[src/rtl/typed_skid_buffer_if.sv]
// Valid/ready channel bundle for typed_skid_buffer: upstream (fwd_*) and
// downstream (rev_*) sides of one pipeline stage.
//
// Handshake: a transfer happens on a rising clock edge where both valid and
// ready are sampled high (push = fwd_valid & fwd_ready, pop = rev_valid &
// rev_ready). A source holds valid and data stable until the transfer.
// Ready may be low with or without valid, and data is ignored while valid = 0.
interface typed_skid_buffer_if #(
  parameter type TYPE_T = logic [255:0]
);
  TYPE_T fwd_data;
  logic  fwd_valid;
  logic  fwd_ready;
  TYPE_T rev_data;
  logic  rev_valid;
  logic  rev_ready;

  // Environment side: drives upstream payload, accepts downstream payload.
  modport master (
    output fwd_data, fwd_valid, rev_ready,
    input  fwd_ready, rev_data, rev_valid
  );

  // Block side: accepts upstream payload, drives downstream payload.
  modport slave (
    input  fwd_data, fwd_valid, rev_ready,
    output fwd_ready, rev_data, rev_valid
  );
endinterface

[src/rtl/typed_skid_buffer.sv]
// Registered valid/ready stage. Mode 0 is a two-entry skid buffer
// (1 transfer/cycle); Mode 1 is a single-entry slice (1 transfer per 2 cycles).
// fwd_ready, rev_valid and rev_data all come straight from flops, so no
// combinational path crosses the block in either direction.
module typed_skid_buffer #(
  parameter type TYPE_T = logic [255:0],
  parameter int  Mode   = 0
) (
  input  logic                clk,
  input  logic                rst,
  typed_skid_buffer_if.slave  bus,
  output logic [1:0]          o_dbg_state
);

  typedef enum logic [1:0] {
    EMPTY = 2'd0,
    ONE   = 2'd1,
    FULL  = 2'd2
  } state_t;

  if (Mode == 0 || Mode == 1) begin : g_mode_ok
  end else begin : g_mode_bad
    $error("typed_skid_buffer: Mode must be 0 or 1");
  end

  state_t r_state;
  state_t w_state_next;
  logic   r_fwd_ready;
  logic   r_rev_valid;
  TYPE_T  r_main;   // output register, always holds the oldest entry
  TYPE_T  r_skid;   // overflow register, second entry while FULL

  logic   w_push;
  logic   w_pop;
  logic   w_load_main_fwd;
  logic   w_load_main_skid;
  logic   w_load_skid;
  logic   w_fwd_ready_next;
  logic   w_rev_valid_next;

  assign w_push = bus.fwd_valid & r_fwd_ready;
  assign w_pop  = r_rev_valid & bus.rev_ready;

  // Next-state, register-load selects and next output flags.
  always_comb begin
    w_state_next     = r_state;
    w_load_main_fwd  = 1'b0;
    w_load_main_skid = 1'b0;
    w_load_skid      = 1'b0;
    if (Mode == 1) begin
      case (r_state)
        EMPTY: if (w_push) begin
          w_state_next    = ONE;
          w_load_main_fwd = 1'b1;
        end
        ONE:   if (w_pop) w_state_next = EMPTY;
        default: w_state_next = EMPTY;
      endcase
    end else begin
      case (r_state)
        EMPTY: if (w_push) begin
          w_state_next    = ONE;
          w_load_main_fwd = 1'b1;
        end
        ONE: begin
          if (w_push && w_pop) begin
            w_load_main_fwd = 1'b1;
          end else if (w_push) begin
            w_state_next = FULL;
            w_load_skid  = 1'b1;
          end else if (w_pop) begin
            w_state_next = EMPTY;
          end
        end
        FULL: if (w_pop) begin
          w_state_next     = ONE;
          w_load_main_skid = 1'b1;
        end
        default: w_state_next = EMPTY;
      endcase
    end
    w_rev_valid_next = (w_state_next != EMPTY);
    w_fwd_ready_next = (Mode == 1) ? (w_state_next == EMPTY)
                                   : (w_state_next != FULL);
  end

  // State and handshake flags; reset empties the stage and blocks upstream.
  always_ff @(posedge clk) begin
    if (rst) begin
      r_state     <= EMPTY;
      r_rev_valid <= 1'b0;
      r_fwd_ready <= 1'b0;
    end else begin
      r_state     <= w_state_next;
      r_rev_valid <= w_rev_valid_next;
      r_fwd_ready <= w_fwd_ready_next;
    end
  end

  // Payload registers carry no reset; contents are don't-care while empty.
  always_ff @(posedge clk) begin
    if (w_load_main_fwd) begin
      r_main <= bus.fwd_data;
    end else if (w_load_main_skid) begin
      r_main <= r_skid;
    end
    if (w_load_skid) begin
      r_skid <= bus.fwd_data;
    end
  end

  assign bus.fwd_ready = r_fwd_ready;
  assign bus.rev_valid = r_rev_valid;
  assign bus.rev_data  = r_main;
  assign o_dbg_state   = r_state;

  a_stall_stable : assert property (@(posedge clk) disable iff (rst)
    (r_rev_valid && !bus.rev_ready) |=> (r_rev_valid && $stable(r_main)));

  a_reset_quiet : assert property (@(posedge clk)
    rst |=> (!r_fwd_ready && !r_rev_valid));

endmodule

[src/flat_wrapper.sv]
// flat-port wrapper written by rule: the top's interface ports become plain ports
module typed_skid_buffer_flat 
#(
  parameter type TYPE_T = logic [255:0],
  parameter int  Mode   = 0
)
  (clk, rst, o_dbg_state, bus_fwd_data, bus_fwd_valid, bus_rev_ready, bus_fwd_ready, bus_rev_data, bus_rev_valid);
  typed_skid_buffer_if #(.TYPE_T(TYPE_T)) bus_i ();
  input  logic clk;
  input  logic rst;
  output logic [1:0] o_dbg_state;
  input wire logic [$bits(bus_i.fwd_data)-1:0] bus_fwd_data;
  input wire logic [$bits(bus_i.fwd_valid)-1:0] bus_fwd_valid;
  input wire logic [$bits(bus_i.rev_ready)-1:0] bus_rev_ready;
  output wire logic [$bits(bus_i.fwd_ready)-1:0] bus_fwd_ready;
  output wire logic [$bits(bus_i.rev_data)-1:0] bus_rev_data;
  output wire logic [$bits(bus_i.rev_valid)-1:0] bus_rev_valid;
  assign bus_i.fwd_data = bus_fwd_data;
  assign bus_i.fwd_valid = bus_fwd_valid;
  assign bus_i.rev_ready = bus_rev_ready;
  assign bus_fwd_ready = bus_i.fwd_ready;
  assign bus_rev_data = bus_i.rev_data;
  assign bus_rev_valid = bus_i.rev_valid;
  typed_skid_buffer #(.TYPE_T(TYPE_T), .Mode(Mode)) u_core (.clk(clk), .rst(rst), .bus(bus_i), .o_dbg_state(o_dbg_state));
endmodule
[config.mk]
export PLATFORM = sky130hd
export DESIGN_NAME = typed_skid_buffer_flat
export DESIGN_NICKNAME = d
export VERILOG_FILES = /design/src/rtl/typed_skid_buffer_if.sv /design/src/rtl/typed_skid_buffer.sv /design/src/flat_wrapper.sv
export SDC_FILE = /design/constraint.sdc
export NUM_CORES = 1
export LEC_CHECK = 0
export ABC_AREA = 1
export CAP_MARGIN = 20
export CORE_MARGIN = 2
export CORE_UTILIZATION = 27
export DETAILED_ROUTE_END_ITERATION = 10
export GPL_TIMING_DRIVEN = 0
export HOLD_SLACK_MARGIN = 0.12
export PLACE_DENSITY = 0.59
export SKIP_LAST_GASP = 1
export SLEW_MARGIN = 0
export SYNTH_ARGS = -nofsm -noshare
export SYNTH_HDL_FRONTEND = slang
export SYNTH_SLANG_ARGS = --single-unit
[constraint.sdc]
create_clock -name clk -period 24.8 [get_ports clk]
set_input_delay 2.48 -clock clk [delete_from_list [all_inputs] [get_ports clk]]
set_output_delay 2.48 -clock clk [all_outputs]
set_load 0.005 [all_outputs]
# After elaboration in Yosys (flattened, before gate mapping)

Cells that the tools add are included.

Bits in registers: 516
Bits of input ports: 260
Output and inout port bits: 260
Logic and storage cells: 29

Eq/ne operators: 3
Multiplexer cells: 15
Bitwise gates (word level): 2
Reductions and logical operators: 4

Operators with widths:

| operator           | number |
|---|---|
| $mux 256           | 2 |
| $mux 2             | 5 |
| $mux 1             | 6 |
| $pmux 2 s3         | 1 |
| $reduce_bool 2->1  | 2 |
| $and 1x1->1        | 2 |
| $eq 2x1->1 const B | 1 |
| $eq 2x2->1 const B | 1 |
| $logic_not 2->1    | 1 |
| $ne 2x2->1 const B | 1 |
| $pmux 1 s2         | 1 |
| $logic_and 1x1->1  | 1 |

# Longest topological paths before layout

Gate-level depths: netlist of run 1.

Depth in word-level cells: 6
Depth in mapped cells: 7
Depth with buffers taken out: 7

# Worst setup path before layout of run 1

Ideal clock, no wire load.

Kind: in2reg
Start: input port bus_rev_ready
End: register u_core.r_main, in the netlist u_core.bus.rev_data[0] (enable)
Arrival: 21167 ps
Slack: 2387 ps
Stages on the path: 2
Cell sequence: nand2_1 -> o31ai_1

Longest elaborated chain between the ends: 5
Elaborated cells on any way between the ends: 7
Classes of those cells: mux: 4; bitwise: 1; reduce/logical: 2

Ends and longest elaborated chain:

| element                              | line                     | text |
|---|---|---|
| start, declared                      | flat_wrapper.sv:14       | `input wire logic [$bits(bus_i.rev_ready)-1:0] bus_rev_ready;` |
| $and 1x1->1 *                        | typed_skid_buffer.sv:42  | `assign w_pop = r_rev_valid & bus.rev_ready;` |
| $logic_and 1x1->1                    | typed_skid_buffer.sv:66  | `if (w_push && w_pop) begin` |
| $mux 1                               | typed_skid_buffer.sv:66  |  |
| $pmux 1 s2                           | typed_skid_buffer.sv:60  | `case (r_state)` |
| $reduce_bool 2->1 (no source line) * | n/a                      |  |
| end signal, assigned                 | typed_skid_buffer.sv:103 | `r_main <= bus.fwd_data;` |
| end signal, assigned                 | typed_skid_buffer.sv:105 | `r_main <= r_skid;` |
| end, declared                        | typed_skid_buffer.sv:30  | `TYPE_T r_main;` |

Mark *: on every way between the ends. The rest lies on a longest branch, timed or not.
A chain may end at the register's enable or synchronous reset.

# Worst setup path in the final report of run 1

Start: input port bus_rev_ready
End: register u_core.r_main, in the netlist u_core.bus.rev_data[134] (enable)

The elaborated chain is that of the path after synthesis.

==> impl_metrics.prom, run 1 <==
# TYPE chip_impl_metric gauge
chip_impl_info{name="hold_path_end",value="u_core.bus.rev_data[28]"} 1
chip_impl_metric{name="p_leak",unit="nW"} 10.4
chip_impl_metric{name="global_route_wire_length_before_repair",unit="mm"} 82.9
chip_impl_info{name="final_common_cell",value="sky130_fd_sc_hd__nand2_1"} 1
chip_impl_metric{name="wl_met1",unit="mm"} 21.5
chip_impl_metric{name="syn_to_final_growth",unit="%"} 44.7
chip_impl_metric{name="post-route-util",unit="%"} 39.5
chip_impl_metric{name="post_synthesis_cell_count",unit=""} 1395
chip_impl_info{name="grt_setup_unrepaired",value="no"} 1
chip_impl_metric{name="die_area",unit="µm²"} 73200
chip_impl_metric{name="synth_nets",unit=""} 1655
chip_impl_info{name="synth_top_area_cell",value="sky130_fd_sc_hd__edfxtp_1"} 1
chip_impl_metric{name="antenna_violations_before_repair",unit=""} 9
chip_impl_metric{name="max-cap-violations",unit=""} 0
chip_impl_metric{name="min_delay_path_depth",unit=""} 2
chip_impl_metric{name="io-pin-count",unit=""} 520
chip_impl_metric{name="power-per-cell-area",unit="nW/µm²"} 74.2
chip_impl_info{name="final_cell_mix",value="sky130_fd_sc_hd__nand2_1, sky130_fd_sc_hd__clkdlybuf4s50_1, sky130_fd_sc_hd__edfxtp_1"} 1
chip_impl_metric{name="overall_fraction_of_global_route_tracks_in_use",unit="%"} 14.9
chip_impl_metric{name="cts.repair.resized",unit=""} 0
chip_impl_metric{name="place.detailed.hpwl",unit="mm"} 40.2
chip_impl_info{name="r2r-end",value="u_core.bus.rev_data[134]"} 1
chip_impl_metric{name="routed_wl",unit="mm"} 56.3
chip_impl_metric{name="fin_crit",unit="ps"} 5170
chip_impl_metric{name="synth-seq-area-share",unit="%"} 80.5
chip_impl_metric{name="final_setup_violations",unit=""} 0
chip_impl_metric{name="maxClockFrequency",unit="MHz"} 194
chip_impl_info{name="critPathKind",value="input pin to flip-flop"} 1
chip_impl_info{name="slowest_stage",value="sky130_fd_sc_hd__clkdlybuf4s50_1"} 1
chip_impl_metric{name="drtPass1Iterations",unit=""} 5
chip_impl_metric{name="critPathRequiredTime",unit="ps"} 25100
chip_impl_metric{name="tightestPinTransition",unit="ps"} 682
chip_impl_metric{name="initial_utilization",unit="%"} 27.3
chip_impl_metric{name="post-cts-setup-buffer-count",unit=""} 0
chip_impl_metric{name="fin_cells",unit=""} 2983
chip_impl_metric{name="worstSkewPairLatency",unit="ps"} 620
chip_impl_metric{name="rr_worst_depth",unit=""} 12
chip_impl_metric{name="post_cts_hold_buffer_count",unit=""} 0
chip_impl_info{name="worst_r2r_src",value="u_core.bus.rev_valid"} 1
chip_impl_metric{name="worst_hold_slack",unit="ps"} 502
chip_impl_info{name="synth.area.top_cells",value="sky130_fd_sc_hd__edfxtp_1, sky130_fd_sc_hd__nand2_1, sky130_fd_sc_hd__nand3_1"} 1
chip_impl_metric{name="die_height",unit="µm"} 271
chip_impl_metric{name="finalClockSkew",unit="ps"} 22.7
chip_impl_metric{name="min_period_over_period",unit="%"} 20.8
chip_impl_metric{name="final_design_area_no_fill",unit="µm²"} 27800
chip_impl_info{name="worstHoldPathType",value="flip-flop to flip-flop"} 1
chip_impl_info{name="ctsRootBufferMaster",value="sky130_fd_sc_hd__clkbuf_16"} 1
chip_impl_metric{name="met2_wirelength",unit="mm"} 27.4
chip_impl_metric{name="grt_start_max_net_pins",unit=""} 104
chip_impl_metric{name="layout_cells_sized_above_1",unit="%"} 8.84
chip_impl_info{name="timing.critical_path.from_type",value="input pin"} 1
chip_impl_metric{name="placedInstanceArea",unit="µm²"} 25900
chip_impl_metric{name="place_congestion",unit=""} 0.822
chip_impl_metric{name="design_power_total",unit="mW"} 2.06
chip_impl_metric{name="worst-path-buf-inv",unit=""} 9
chip_impl_metric{name="register_to_register_setup_slack",unit="ps"} 21650
chip_impl_info{name="cp-end-kind",value="flip-flop"} 1
chip_impl_metric{name="ys.warnings.count",unit=""} 0
chip_impl_metric{name="number_of_placed_instances_taps_included",unit=""} 2873
chip_impl_metric{name="post_synth.cell_area_avg",unit="µm²"} 13.8
chip_impl_metric{name="path_max_fanout",unit=""} 18
chip_impl_metric{name="worst_setup_hold_path_clk_slew",unit="ps"} 60
chip_impl_metric{name="tritoncts_buffer_count",unit=""} 58
chip_impl_info{name="path_common_cell",value="sky130_fd_sc_hd__buf_8"} 1
chip_impl_metric{name="max-slew-margin-rel",unit="%"} 54.6
chip_impl_info{name="critical_path.top_delay_family",value="buffers and inverters"} 1
chip_impl_metric{name="mappedNetlistArea",unit="µm²"} 19200
chip_impl_metric{name="first_global_vias",unit=""} 13312
chip_impl_metric{name="maximum_count_of_clock_buffers_along_a_single_path",unit=""} 3
chip_impl_metric{name="cts_sink_count",unit=""} 516
chip_impl_metric{name="synth.distinct_cells",unit=""} 14
chip_impl_metric{name="h-tree-depth",unit=""} 2
chip_impl_metric{name="final_nets",unit=""} 2253
chip_impl_metric{name="dpl_worst_slack",unit="ps"} 18900
chip_impl_metric{name="drtIter0Drc",unit=""} 918
chip_impl_metric{name="post-synth-top-area-fraction",unit="%"} 80.1
chip_impl_metric{name="placeableCoreArea",unit="µm²"} 70300
chip_impl_metric{name="timing.final.max_slew_violations",unit=""} 0
chip_impl_metric{name="setup_slack",unit="ps"} 19630
chip_impl_info{name="crit_path_cell_trace",value="clkdlybuf4s50_1 > nand2_1 > nand2_2 > nand2_2 > buf_2 > o31ai_4 > buf_8 > buf_16 > buf_8 > buf_8 > buf_8 > buf_16 > buf_16"} 1
chip_impl_metric{name="hold_viol_final",unit=""} 0
chip_impl_metric{name="port_buffers",unit=""} 519
chip_impl_info{name="routed.top_layer",value="met5"} 1
chip_impl_info{name="status",value="completed"} 1
chip_impl_metric{name="flops_latches_synth",unit=""} 516
chip_impl_metric{name="drt.antenna.violating_nets",unit=""} 0
chip_impl_metric{name="routed_wire_length_per_instance",unit="µm"} 18.9
chip_impl_info{name="tritoncts",value="built"} 1
chip_impl_metric{name="std_cell_rows",unit=""} 97
chip_impl_metric{name="globalRoute.totalOverflow",unit=""} 0
chip_impl_metric{name="fp.dieW",unit="µm"} 271
chip_impl_metric{name="setup_tns",unit="ps"} 0
chip_impl_metric{name="vdd_drop_max",unit="V"} 0.0000560
chip_impl_metric{name="crit_path_max_incr_delay",unit="ps"} 480
chip_impl_metric{name="worstPathArrival",unit="ps"} 5470
chip_impl_metric{name="met3RoutedLength",unit="mm"} 5.51
chip_impl_info{name="timing.hold.worst.start",value="u_core.r_skid[28]"} 1
chip_impl_metric{name="drcViolationCount",unit=""} 0
chip_impl_metric{name="detailroute.via_count",unit=""} 13067
chip_impl_metric{name="via_per_inst",unit=""} 4.38
==> final cells by class <==
cell class / count / area [µm²]
fillers: 6622 / 42500
clock inverters: 36 / 320
multi-input cells: 787 / 3310
diodes: 7 / 17.5
clock buffers: 67 / 1490
inverters: 8 / 37.5
flip-flops and latches: 516 / 15500
repair buffers: 538 / 5550
plain buffers: 84 / 417
well taps: 940 / 1180
==> where the power goes <==
part	switching, mW	internal (mW)
logic	0.111	0.107
registers	0.0101	1.01
clock network	0.348	0.478
total	0.469	1.59
==> cell usage after synthesis (all sizes together) <==
cell type,instances
clkbuf,4
nand3,258
nor2,2
dfxtp,4
inv,8
nand2,525
a21oi,1
edfxtp,512
buf,80
o31ai,1
==> per-layer routing <==
| metal | vias to the layer above | GRT usage [%] |
|---|---|---|
| li1 | 6171 | - |
| met1 | 6285 | 17.2 |
| met2 | 503 | 25.0 |
| met3 | 104 | 5.76 |
| met4 | 4 | 5.25 |
| met5 | - | 0 |
==> flip-flops by register name, indices dropped and copies added (netlist names) <==
register and flops:
u_core.bus.rev_valid 1, u_core.bus.rev_data 256, u_core.r_skid 256, u_core.bus.fwd_ready 1, u_core.o_dbg_state 2
==> worst register-to-register path, cell delays in order (launching register included) <==
cell,delay (ps)
sky130_fd_sc_hd__dfxtp_1,350
sky130_fd_sc_hd__nand2_1,150
sky130_fd_sc_hd__nand2_2,290
sky130_fd_sc_hd__nand2_2,200
sky130_fd_sc_hd__buf_2,270
sky130_fd_sc_hd__o31ai_4,200
sky130_fd_sc_hd__buf_8,280
sky130_fd_sc_hd__buf_16,190
sky130_fd_sc_hd__buf_8,190
sky130_fd_sc_hd__buf_8,190
sky130_fd_sc_hd__buf_8,210
sky130_fd_sc_hd__buf_16,180
sky130_fd_sc_hd__buf_16,170
==> cell families after synthesis <==
family	count (synthesis)	synth area share (%)
AOI/OAI and AO/OA	2	0.0652
buffers and inverters	92	2.33
DFF	516	80.5
and+or+nand+nor	785	17.1
==> how the worst max path moves through the flow <==
stage,from,to,slack [ps],cells past startpoint
global placement,bus_rev_ready,u_core.bus.rev_data[90],-9140,3
detailed placement,bus_rev_ready,u_core.bus.rev_data[168],18900,13
floorplan,bus_rev_ready,u_core.bus.rev_data[0],2390,2
finish,bus_rev_ready,u_core.bus.rev_data[134],19630,13
global route,bus_rev_ready,u_core.bus.rev_data[134],19440,13
CTS,bus_rev_ready,u_core.bus.rev_data[134],19540,13
Note: power is estimated with default switching activity, not from simulation.
==> run 2, diff against run 1 <==
- clock period: 24.8 -> 5.19 ns (I/O delays scaled with it)
==> impl_metrics.prom, run 2 (synthesis gave the netlist of run 1 again) <==
# TYPE chip_impl_metric gauge
chip_impl_metric{name="maximum_count_of_clock_buffers_along_a_single_path",unit=""} 3
chip_impl_metric{name="final-seq-area",unit="µm²"} 15500
chip_impl_metric{name="final_nets",unit=""} 2257
chip_impl_metric{name="design_power_total",unit="mW"} 10.0
chip_impl_info{name="timing.hold.worst.start",value="u_core.r_skid[117]"} 1
chip_impl_metric{name="routed_wl",unit="mm"} 56.0
chip_impl_metric{name="placeableCoreArea",unit="µm²"} 70300
chip_impl_metric{name="final_design_area_no_fill",unit="µm²"} 28000
chip_impl_metric{name="crit_path_max_incr_delay",unit="ps"} 460
chip_impl_metric{name="maxClockFrequency",unit="MHz"} 327
chip_impl_metric{name="layout_cells_sized_above_1",unit="%"} 9.55
chip_impl_metric{name="register_to_register_setup_slack",unit="ps"} 2190
chip_impl_info{name="timing.critical_path.from_type",value="input pin"} 1
chip_impl_metric{name="vdd_drop_max",unit="V"} 0.000226
chip_impl_metric{name="die_height",unit="µm"} 271
chip_impl_info{name="status",value="completed"} 1
chip_impl_info{name="final_cell_mix",value="sky130_fd_sc_hd__nand2_1, sky130_fd_sc_hd__clkdlybuf4s50_1, sky130_fd_sc_hd__edfxtp_1"} 1
chip_impl_metric{name="multi_input_comb_area",unit="µm²"} 3320
chip_impl_info{name="slowest_stage",value="sky130_fd_sc_hd__clkdlybuf4s50_1"} 1
chip_impl_info{name="critical_path.top_delay_family",value="buffers and inverters"} 1
chip_impl_metric{name="first_global_vias",unit=""} 13317
chip_impl_metric{name="std_cell_rows",unit=""} 97
chip_impl_metric{name="finalClockSkew",unit="ps"} 19.0
chip_impl_metric{name="globalRoute.totalOverflow",unit=""} 0
chip_impl_info{name="busiest_layer",value="met2"} 1
chip_impl_metric{name="final_setup_violations",unit=""} 0
chip_impl_metric{name="timing.final.max_slew_violations",unit=""} 0
chip_impl_metric{name="global_route_wire_length_before_repair",unit="mm"} 84.4
chip_impl_metric{name="post_cts_hold_buffer_count",unit=""} 0
chip_impl_metric{name="drcViolationCount",unit=""} 0
chip_impl_metric{name="h-tree-depth",unit=""} 2
chip_impl_metric{name="cts.repair.resized",unit=""} 0
chip_impl_info{name="tritoncts",value="built"} 1
chip_impl_metric{name="io-pin-count",unit=""} 520
chip_impl_metric{name="path_max_fanout",unit=""} 40
chip_impl_info{name="ctsRootBufferMaster",value="sky130_fd_sc_hd__clkbuf_16"} 1
chip_impl_metric{name="grtUsageMet1",unit="%"} 17.9
chip_impl_metric{name="worstSkewPairLatency",unit="ps"} 600
chip_impl_metric{name="power.net_switching",unit="mW"} 2.24
chip_impl_metric{name="drtIter0Drc",unit=""} 874
chip_impl_metric{name="sequentialPowerShare",unit="%"} 48.3
chip_impl_metric{name="number_of_placed_instances_taps_included",unit=""} 2879
chip_impl_metric{name="global_route.usage.met2",unit="%"} 26.1
chip_impl_metric{name="power.combinational.fraction",unit="%"} 10.5
chip_impl_metric{name="cts_sink_count",unit=""} 516
chip_impl_info{name="r2r-end",value="u_core.r_skid[108]"} 1
chip_impl_metric{name="worst-path-buf-inv",unit=""} 7
chip_impl_metric{name="internal-power",unit="mW"} 7.80
chip_impl_info{name="worstHoldPathType",value="flip-flop to flip-flop"} 1
chip_impl_info{name="worst_r2r_src",value="u_core.bus.fwd_ready"} 1
chip_impl_info{name="grt_setup_unrepaired",value="no"} 1
chip_impl_metric{name="drt.antenna.violating_nets",unit=""} 0
chip_impl_metric{name="fp.dieW",unit="µm"} 271
chip_impl_info{name="final_common_cell",value="sky130_fd_sc_hd__nand2_1"} 1
chip_impl_metric{name="tritoncts_buffer_count",unit=""} 56
chip_impl_metric{name="p_leak",unit="nW"} 10.5
chip_impl_metric{name="hold_viol_final",unit=""} 0
chip_impl_info{name="cp-end-kind",value="flip-flop"} 1
chip_impl_metric{name="fillerInstances",unit=""} 6509
chip_impl_metric{name="met3_usage",unit="%"} 4.04
chip_impl_metric{name="place.detailed.hpwl",unit="mm"} 41.0
chip_impl_metric{name="via_per_inst",unit=""} 4.37
chip_impl_metric{name="min_period_over_period",unit="%"} 59.0
chip_impl_metric{name="min_delay_path_depth",unit=""} 2
chip_impl_metric{name="critPathRequiredTime",unit="ps"} 5460
chip_impl_metric{name="pwr-share-clk",unit="%"} 41.2
chip_impl_metric{name="worst_hold_slack",unit="ps"} 501
chip_impl_metric{name="max-slew-margin-rel",unit="%"} 48.7
chip_impl_metric{name="placedInstanceArea",unit="µm²"} 26100
chip_impl_metric{name="drtPass1Iterations",unit=""} 4
chip_impl_metric{name="post-route-util",unit="%"} 39.9
chip_impl_metric{name="tightestPinTransition",unit="ps"} 769
chip_impl_metric{name="grt_start_max_net_pins",unit=""} 41
chip_impl_info{name="crit_path_cell_trace",value="clkdlybuf4s50_1 > nand2_1 > nor2_4 > buf_2 > nand2_1 > clkinvlp_4 > buf_12 > buf_12 > buf_12 > buf_12"} 1
chip_impl_metric{name="detailroute.via_count",unit=""} 13063
chip_impl_metric{name="post-cts-setup-buffer-count",unit=""} 0
chip_impl_metric{name="overall_fraction_of_global_route_tracks_in_use",unit="%"} 15.0
chip_impl_metric{name="syn_to_final_growth",unit="%"} 45.9
chip_impl_metric{name="port_buffers",unit=""} 519
chip_impl_metric{name="die_area",unit="µm²"} 73200
chip_impl_metric{name="place_congestion",unit=""} 0.803
chip_impl_metric{name="worstPathArrival",unit="ps"} 3330
chip_impl_metric{name="initial_utilization",unit="%"} 27.3
chip_impl_info{name="hold_path_end",value="u_core.bus.rev_data[117]"} 1
chip_impl_info{name="path_common_cell",value="sky130_fd_sc_hd__buf_12"} 1
chip_impl_metric{name="power-per-cell-area",unit="nW/µm²"} 359
chip_impl_metric{name="fin_cells",unit=""} 2987
chip_impl_metric{name="max-cap-violations",unit=""} 0
chip_impl_info{name="critPathKind",value="input pin to flip-flop"} 1
chip_impl_metric{name="rr_worst_depth",unit=""} 9
chip_impl_metric{name="worst_setup_hold_path_clk_slew",unit="ps"} 60
chip_impl_metric{name="fin_crit",unit="ps"} 3060
chip_impl_metric{name="antenna_violations_before_repair",unit=""} 9
chip_impl_metric{name="routed_wire_length_per_instance",unit="µm"} 18.8
chip_impl_metric{name="power.switching_fraction",unit="%"} 22.3
==> run 2: worst register-to-register path: stages (launching register included) <==
cell and delay [ps]:
sky130_fd_sc_hd__dfxtp_1 320, sky130_fd_sc_hd__nand2_1 100, sky130_fd_sc_hd__nor2_4 260, sky130_fd_sc_hd__buf_2 300, sky130_fd_sc_hd__nand2_1 160, sky130_fd_sc_hd__clkinvlp_4 430, sky130_fd_sc_hd__buf_12 270, sky130_fd_sc_hd__buf_12 240
sky130_fd_sc_hd__buf_12 290, sky130_fd_sc_hd__buf_12 270
==> run 2: worst max-delay path by stage <==
| stage | endpoint | slack [ps] | startpoint | cells past startpoint |
|---|---|---|---|---|
| 2_1_floorplan | u_core.bus.rev_data[0] | -2220 | bus_rev_ready | 2 |
| 3_3_place_gp | u_core.bus.rev_data[91] | -6620 | bus_rev_ready | 3 |
| 3_5_place_dp | u_core.r_skid[109] | 1440 | bus_fwd_valid | 10 |
| 4_1_cts | u_core.r_skid[108] | 2080 | bus_fwd_valid | 10 |
| 5_1_grt | u_core.r_skid[109] | 1990 | bus_fwd_valid | 10 |
| 6_report | u_core.r_skid[108] | 2130 | bus_fwd_valid | 10 |
==> run 2: area by class of cell <==
type                    instances  area share [%]
clock buffers                  68            5.27
well taps                     940            4.20
repair buffers                544            20.3
inverters                       8           0.121
multi-input cells             787            11.9
diodes                          6          0.0536
plain buffers                  84            1.49
clock inverters                34            1.53
flip-flops and latches        516            55.2
==> run 2: power by group through the flow <==
stage | logic [mW] | registers [mW] | clock network (mW)
6_report | 1.05 | 4.86 | 4.14
5_1_grt | 1.15 | 4.87 | 4.42
4_1_cts | 1.07 | 4.86 | 4.26
3_5_place_dp | 1.07 | 4.94 | 0
3_3_place_gp | 0.993 | 5.01 | 0
2_1_floorplan | 0.339 | 4.99 | 0
==> run 2: stage by stage <==
stage | setup slack [ps] | setup TNS, ps
floorplan | -2220 | -569500
global placement | -6620 | -2446100
detailed placement | 1440 | 0
CTS | 2080 | 0
global route | 1990 | 0
finish | 2130 | 0
==> run 2: metal layers <==
layer  part of all wire, %  vias up
met1                    39     6335
met3                   6.9       91
met4                   2.8        4
met2                    51      439
li1                      -     6194
met5                 0.048        -
